===== src/rtl/fetch_unit.sv =====
// Instruction fetch: owns the PC, issues 1-cycle-latency imem reads, buffers {instr, pc} in a DEPTH-entry FIFO.
// Request to out_valid is 2 cycles; requests stall while the FIFO plus the in-flight read would overflow.
module fetch_unit #(
    parameter int                    ADDR_WIDTH = 32,
    parameter int                    DATA_WIDTH = 32,
    parameter int                    DEPTH      = 4,
    parameter logic [ADDR_WIDTH-1:0] RESET_PC   = '0,
    parameter int                    PC_STEP    = 4
) (
    input  logic                         clk,
    input  logic                         reset,
    output logic                         imem_req,
    output logic [ADDR_WIDTH-1:0]        imem_addr,
    input  logic [DATA_WIDTH-1:0]        imem_data,
    input  logic                         redirect_valid,
    input  logic [ADDR_WIDTH-1:0]        redirect_pc,
    output logic                         out_valid,
    input  logic                         out_ready,
    output logic [DATA_WIDTH-1:0]        out_instr,
    output logic [ADDR_WIDTH-1:0]        out_pc,
    output logic [$clog2(DEPTH+1)-1:0]   count
);

    localparam int PTR_W = $clog2(DEPTH);
    localparam int CNT_W = $clog2(DEPTH + 1);
    localparam logic [CNT_W:0]      DEPTH_L = (CNT_W + 1)'(DEPTH);
    localparam logic [ADDR_WIDTH-1:0] STEP_L = ADDR_WIDTH'(PC_STEP);

    typedef struct packed {
        logic [DATA_WIDTH-1:0] instr;
        logic [ADDR_WIDTH-1:0] pc;
    } entry_t;

    entry_t                fifo_mem [DEPTH];
    entry_t                head;
    logic [ADDR_WIDTH-1:0] pc;
    logic [ADDR_WIDTH-1:0] inflight_pc;
    logic                  inflight;
    logic [PTR_W-1:0]      rd_ptr;
    logic [PTR_W-1:0]      wr_ptr;
    logic                  pop;
    logic                  push;
    logic [CNT_W:0]        occupancy;

    // Occupancy counts the read already in flight, so a returning word always has a slot.
    assign occupancy = {1'b0, count}
                     + {{CNT_W{1'b0}}, inflight}
                     - {{CNT_W{1'b0}}, pop};

    assign out_valid = (count != '0) & ~redirect_valid;
    assign pop       = out_valid & out_ready;
    assign push      = inflight & ~redirect_valid;
    assign imem_req  = reset & ~redirect_valid & (occupancy < DEPTH_L);
    assign imem_addr = pc;

    assign head      = fifo_mem[rd_ptr];
    assign out_instr = head.instr;
    assign out_pc    = head.pc;

    always_ff @(posedge clk or negedge reset) begin
        if (!reset) begin
            pc          <= RESET_PC;
            inflight    <= 1'b0;
            inflight_pc <= '0;
            rd_ptr      <= '0;
            wr_ptr      <= '0;
            count       <= '0;
        end else if (redirect_valid) begin
            // Flush everything; the response to any in-flight read is dropped by clearing inflight.
            pc       <= redirect_pc;
            inflight <= 1'b0;
            rd_ptr   <= '0;
            wr_ptr   <= '0;
            count    <= '0;
        end else begin
            if (imem_req) begin
                pc          <= pc + STEP_L;
                inflight    <= 1'b1;
                inflight_pc <= pc;
            end else begin
                inflight <= 1'b0;
            end
            if (push) begin
                wr_ptr <= wr_ptr + PTR_W'(1);
            end
            if (pop) begin
                rd_ptr <= rd_ptr + PTR_W'(1);
            end
            case ({push, pop})
                2'b10:   count <= count + CNT_W'(1);
                2'b01:   count <= count - CNT_W'(1);
                default: count <= count;
            endcase
        end
    end

    // Storage needs no reset: entries are only read once count says they were written.
    always_ff @(posedge clk) begin
        if (push) begin
            fifo_mem[wr_ptr] <= '{instr: imem_data, pc: inflight_pc};
        end
    end

endmodule


===== config.mk =====
export PLATFORM = sky130hd
export DESIGN_NAME = fetch_unit
export DESIGN_NICKNAME = d
export VERILOG_FILES = /design/src/rtl/fetch_unit.sv
export SDC_FILE = /design/constraint.sdc
export NUM_CORES = 1
export LEC_CHECK = 0
export ABC_CLOCK_PERIOD_IN_PS = 3500
export CORE_ASPECT_RATIO = 1.5
export CORE_MARGIN = 5
export CORE_UTILIZATION = 30
export DETAILED_ROUTE_END_ITERATION = 16
export GPL_TIMING_DRIVEN = 1
export SLEW_MARGIN = 20
export SYNTH_ARGS = -nofsm -noshare
export SYNTH_HDL_FRONTEND = slang
export SYNTH_SLANG_ARGS = --single-unit

===== constraint.sdc =====
create_clock -name clk -period 3.5 [get_ports clk]
set_input_delay 0.525 -clock clk [delete_from_list [all_inputs] [get_ports clk]]
set_output_delay 0.525 -clock clk [all_outputs]
set_load 0.005 [all_outputs]

==> metrics.yaml <==
run_status:
  outcome: "finished, final reports clean"
cells_and_area:
  drive_gt1_share_pct: 22.1
  final_common_cell: "edfxtp_1"
  stdcell_area_um2: 16700
  num_antenna_cells: 0
  finalNonFillerCells: 1478
  final_net_count: 964
  synthToLayoutAreaGrowth_pct: 29.1
  final_cell_mix: "edfxtp_1 (256), clkdlybuf4s50_1 (166), dfrtp_1 (67)"
sta:
  drv_slew: 0
  fin_crit_ns: 3.32
  rsz0062_at_grt: "no"
  setup_viol: 0
  holdWs_ns: 0.442
  hold_violations: 0
  tightest_slew_ns: 0.825
  relSlewSlack_pct: 45.0
  min_period_over_period_pct: 94.9
  fmax_mhz: 301
  finClkSkew_ns: 0.0179
logic_synthesis:
  synth_ff_type: "edfxtp_1"
  ys_top_cells_by_area: "edfxtp_1 (59%), dfrtp_1 (14%), mux4_2 (11%)"
  ys_types: 56
  syn_area_um2: 13000
  syn_inst: 687
  yosysTopAreaCell: "edfxtp_1"
  synth_fp_nets: 764
  yosysTopAreaCellShare_pct: 59.3
  yosys_warnings: 0
  synth-seq-cells: 328
  yosysSeqAreaShare_pct: 73.2
  syn_area_per_cell_um2: 18.9
  synth_edf_count: 256
  async_reset_ff_share_pct: 22.0
pwr:
  finalPower_uw: 11400
  pwr-share-clk_pct: 33.0
  pwr-share-comb_pct: 20.6
  ir_drop_v: 0.000285
  power.switching_uw: 2850
  internal_power_uw: 8540
  p_seq_share_pct: 46.4
  p_leak_uw: 0.00555
  power.density_nw_per_um2: 681
  p_sw_share_pct: 25.0
global_route:
  grt_pass1_wl_mm: 47.2
  antenna_found_initial: 0
  grt.total_usage_pct: 12.7
  gr-total-overflow: 0
  grt_pass1_vias: 7610
  grt_max_degree: 62
die:
  dieArea_um2: 47500
  die_h_um: 265
  die_w_um: 180
  initial_utilization_pct: 30.3
  rows: 93
  pin_count: 169
  core_um2: 42800
critical_path:
  r2r_slack_ns: 0.61
  crit_fanout: 6
  critPathSlowestCell: "dfrtp_2"
  end_kind: "primary output"
  regToRegEndpoint: "imem_addr[8]"
  reg2reg_from: "count[1]"
  max_stage_delay_ns: 0.47
  critPathKind: "flop to primary output"
  crit_path_cell_trace: "nor3_4, nor3_2, ha_1, inv_1, ha_1, and3b_4, o21a_1, o21ai_4, inv_1, clkdlybuf4s50_1"
  crit_start: "count[1]"
  reg2regPathDepth: 11
  endpoint: "imem_req"
  arrival_ns: 2.80
  crit_required_ns: 2.97
  start_kind: "flop"
cts:
  cts.sinks: 328
  clk_path_buf_depth: 3
  htree_levels: 2
  clk_latency_ns: 0.51
  cts_buffers: 34
  cts_root_buffer: "clkbuf_16"
  cts_tree: "yes"
  post_cts_buffers: 0
  clkTransAtPathRegs_ns: 0.06
placement:
  io_buffer_count: 168
  gp_congestion: 0.761
  hpwl_mm: 20.2
  dp_cells: 1420
  placed_cell_area_um2: 15500
detailed_routing:
  first_pass_iters: 5
  vias_per_cell: 4.73
  drcViolationCount: 0
  final_antenna_net_count: 0
  drt-initial-drc-count: 348
  vias: 6995
  wire_per_inst_um: 20.3
  totalWireLength_mm: 30.1
job:
  cap_violations: 0
hold_path:
  min_path_type: "input pin to async pin"
## power by group through the flow
stage	registers (uW)	clock network, uW	logic (uW)
3_5_place_dp	5370	0	2390
3_3_place_gp	5340	0	2370
4_1_cts	5300	3860	2410
6_report	5290	3760	2340
2_1_floorplan	5170	0	1260
5_1_grt	5370	4030	2550
## sequential cells by signal, summed over array words and instances (netlist names)
name / flops
fifo_mem: 256
imem_addr: 32
inflight_pc: 32
rd_ptr: 2
inflight: 1
count: 3
wr_ptr: 2
## how the worst min path moves through the flow
| stage | startpoint | to | slack, ns |
|---|---|---|---|
| floorplan | reset | count[0] | 0.23 |
| global placement | reset | inflight | 0.45 |
| detailed placement | reset | inflight | 0.45 |
| CTS | reset | inflight | 0.43 |
| global route | reset | inflight | 0.47 |
| finish | reset | inflight | 0.44 |
## cells by family (layout without fill, tap and decap cells)
logic type	count (synthesis)	in the layout	synth area share, %
XOR/XNOR	19	19	1.28
AND/OR/NAND/NOR	115	115	4.91
multiplexers	103	103	14.5
flip-flops	328	328	73.2
buffers and inverters	50	271	1.62
adder cells (fa/ha/maj)	9	9	0.927
AO/OA/AOI/OAI	63	63	3.54
## layout make-up
cell class,count,area [um2]
fillers,4007,26100
well taps,570,713
multi-input cells,309,3310
clock inverters,16,239
inverters,17,63.8
clock buffers,41,918
flip-flops and latches,328,9500
repair buffers,197,1980
## routing by layer
| metal | global-route usage [%] | routed length, um | vias to the layer above |
|---|---|---|---|
| met1 | 15.5 | 12000 | 3603 |
| met4 | 4.72 | 997 | 0 |
| met5 | 0 | 0 | - |
| met3 | 2.29 | 1310 | 49 |
| li1 | - | - | 3154 |
| met2 | 22.6 | 15700 | 189 |
## critical path, delay by kind of cell (launching register included)
kind                       cells  cell delay (ns)
AOI/OAI and AO/OA              2             0.38
adders and majority gates      2             0.39
buffers and inverters          3             0.55
DFF                            1             0.47
and+or+nand+nor                3             0.48
## through the flow
| stage | utilization (%) | TNS, ns | setup WS, ns |
|---|---|---|---|
| floorplan | - | 0 | 0.430 |
| global placement | 36.3 | 0 | 0.0162 |
| detailed placement | 36.3 | -0.00241 | -0.00204 |
| CTS | 39.0 | 0 | 0.0344 |
| global route | 39.1 | 0 | 0.0124 |
| finish | 39.1 | 0 | 0.179 |
## synth_stat cells, types with 2 or more instances
cell and instances:
a211o_1 3, a21oi_1 6, a22oi_1 5, a31oi_1 6, and3_1 8, buf_1 4, buf_2 9, clkbuf_1 18
dfrtp_1 72, edfxtp_1 256, ha_1 8, inv_1 17, mux2_1 7, mux2_2 29, mux2i_1 3, mux4_2 64
nand2_1 33, nand3_1 8, nand4_1 6, nand4_2 3, nor2_1 21, nor2b_1 7, nor3_1 5, nor4_1 4
o2111ai_1 6, o211ai_1 2, o21ai_0 11, o21ai_1 8, o311a_1 2, o311ai_1 2, o31ai_1 2, or3_1 7
or4_1 5, xnor2_1 15, xor2_1 4
## timing repair
action,in CTS,in global routing
hold endpoints to repair,16,0
hold buffers,1,0
resized for setup,4,3
endpoints found under the setup margin,1,1
pin swaps,0,1
Power figures use the tool's default switching activity.
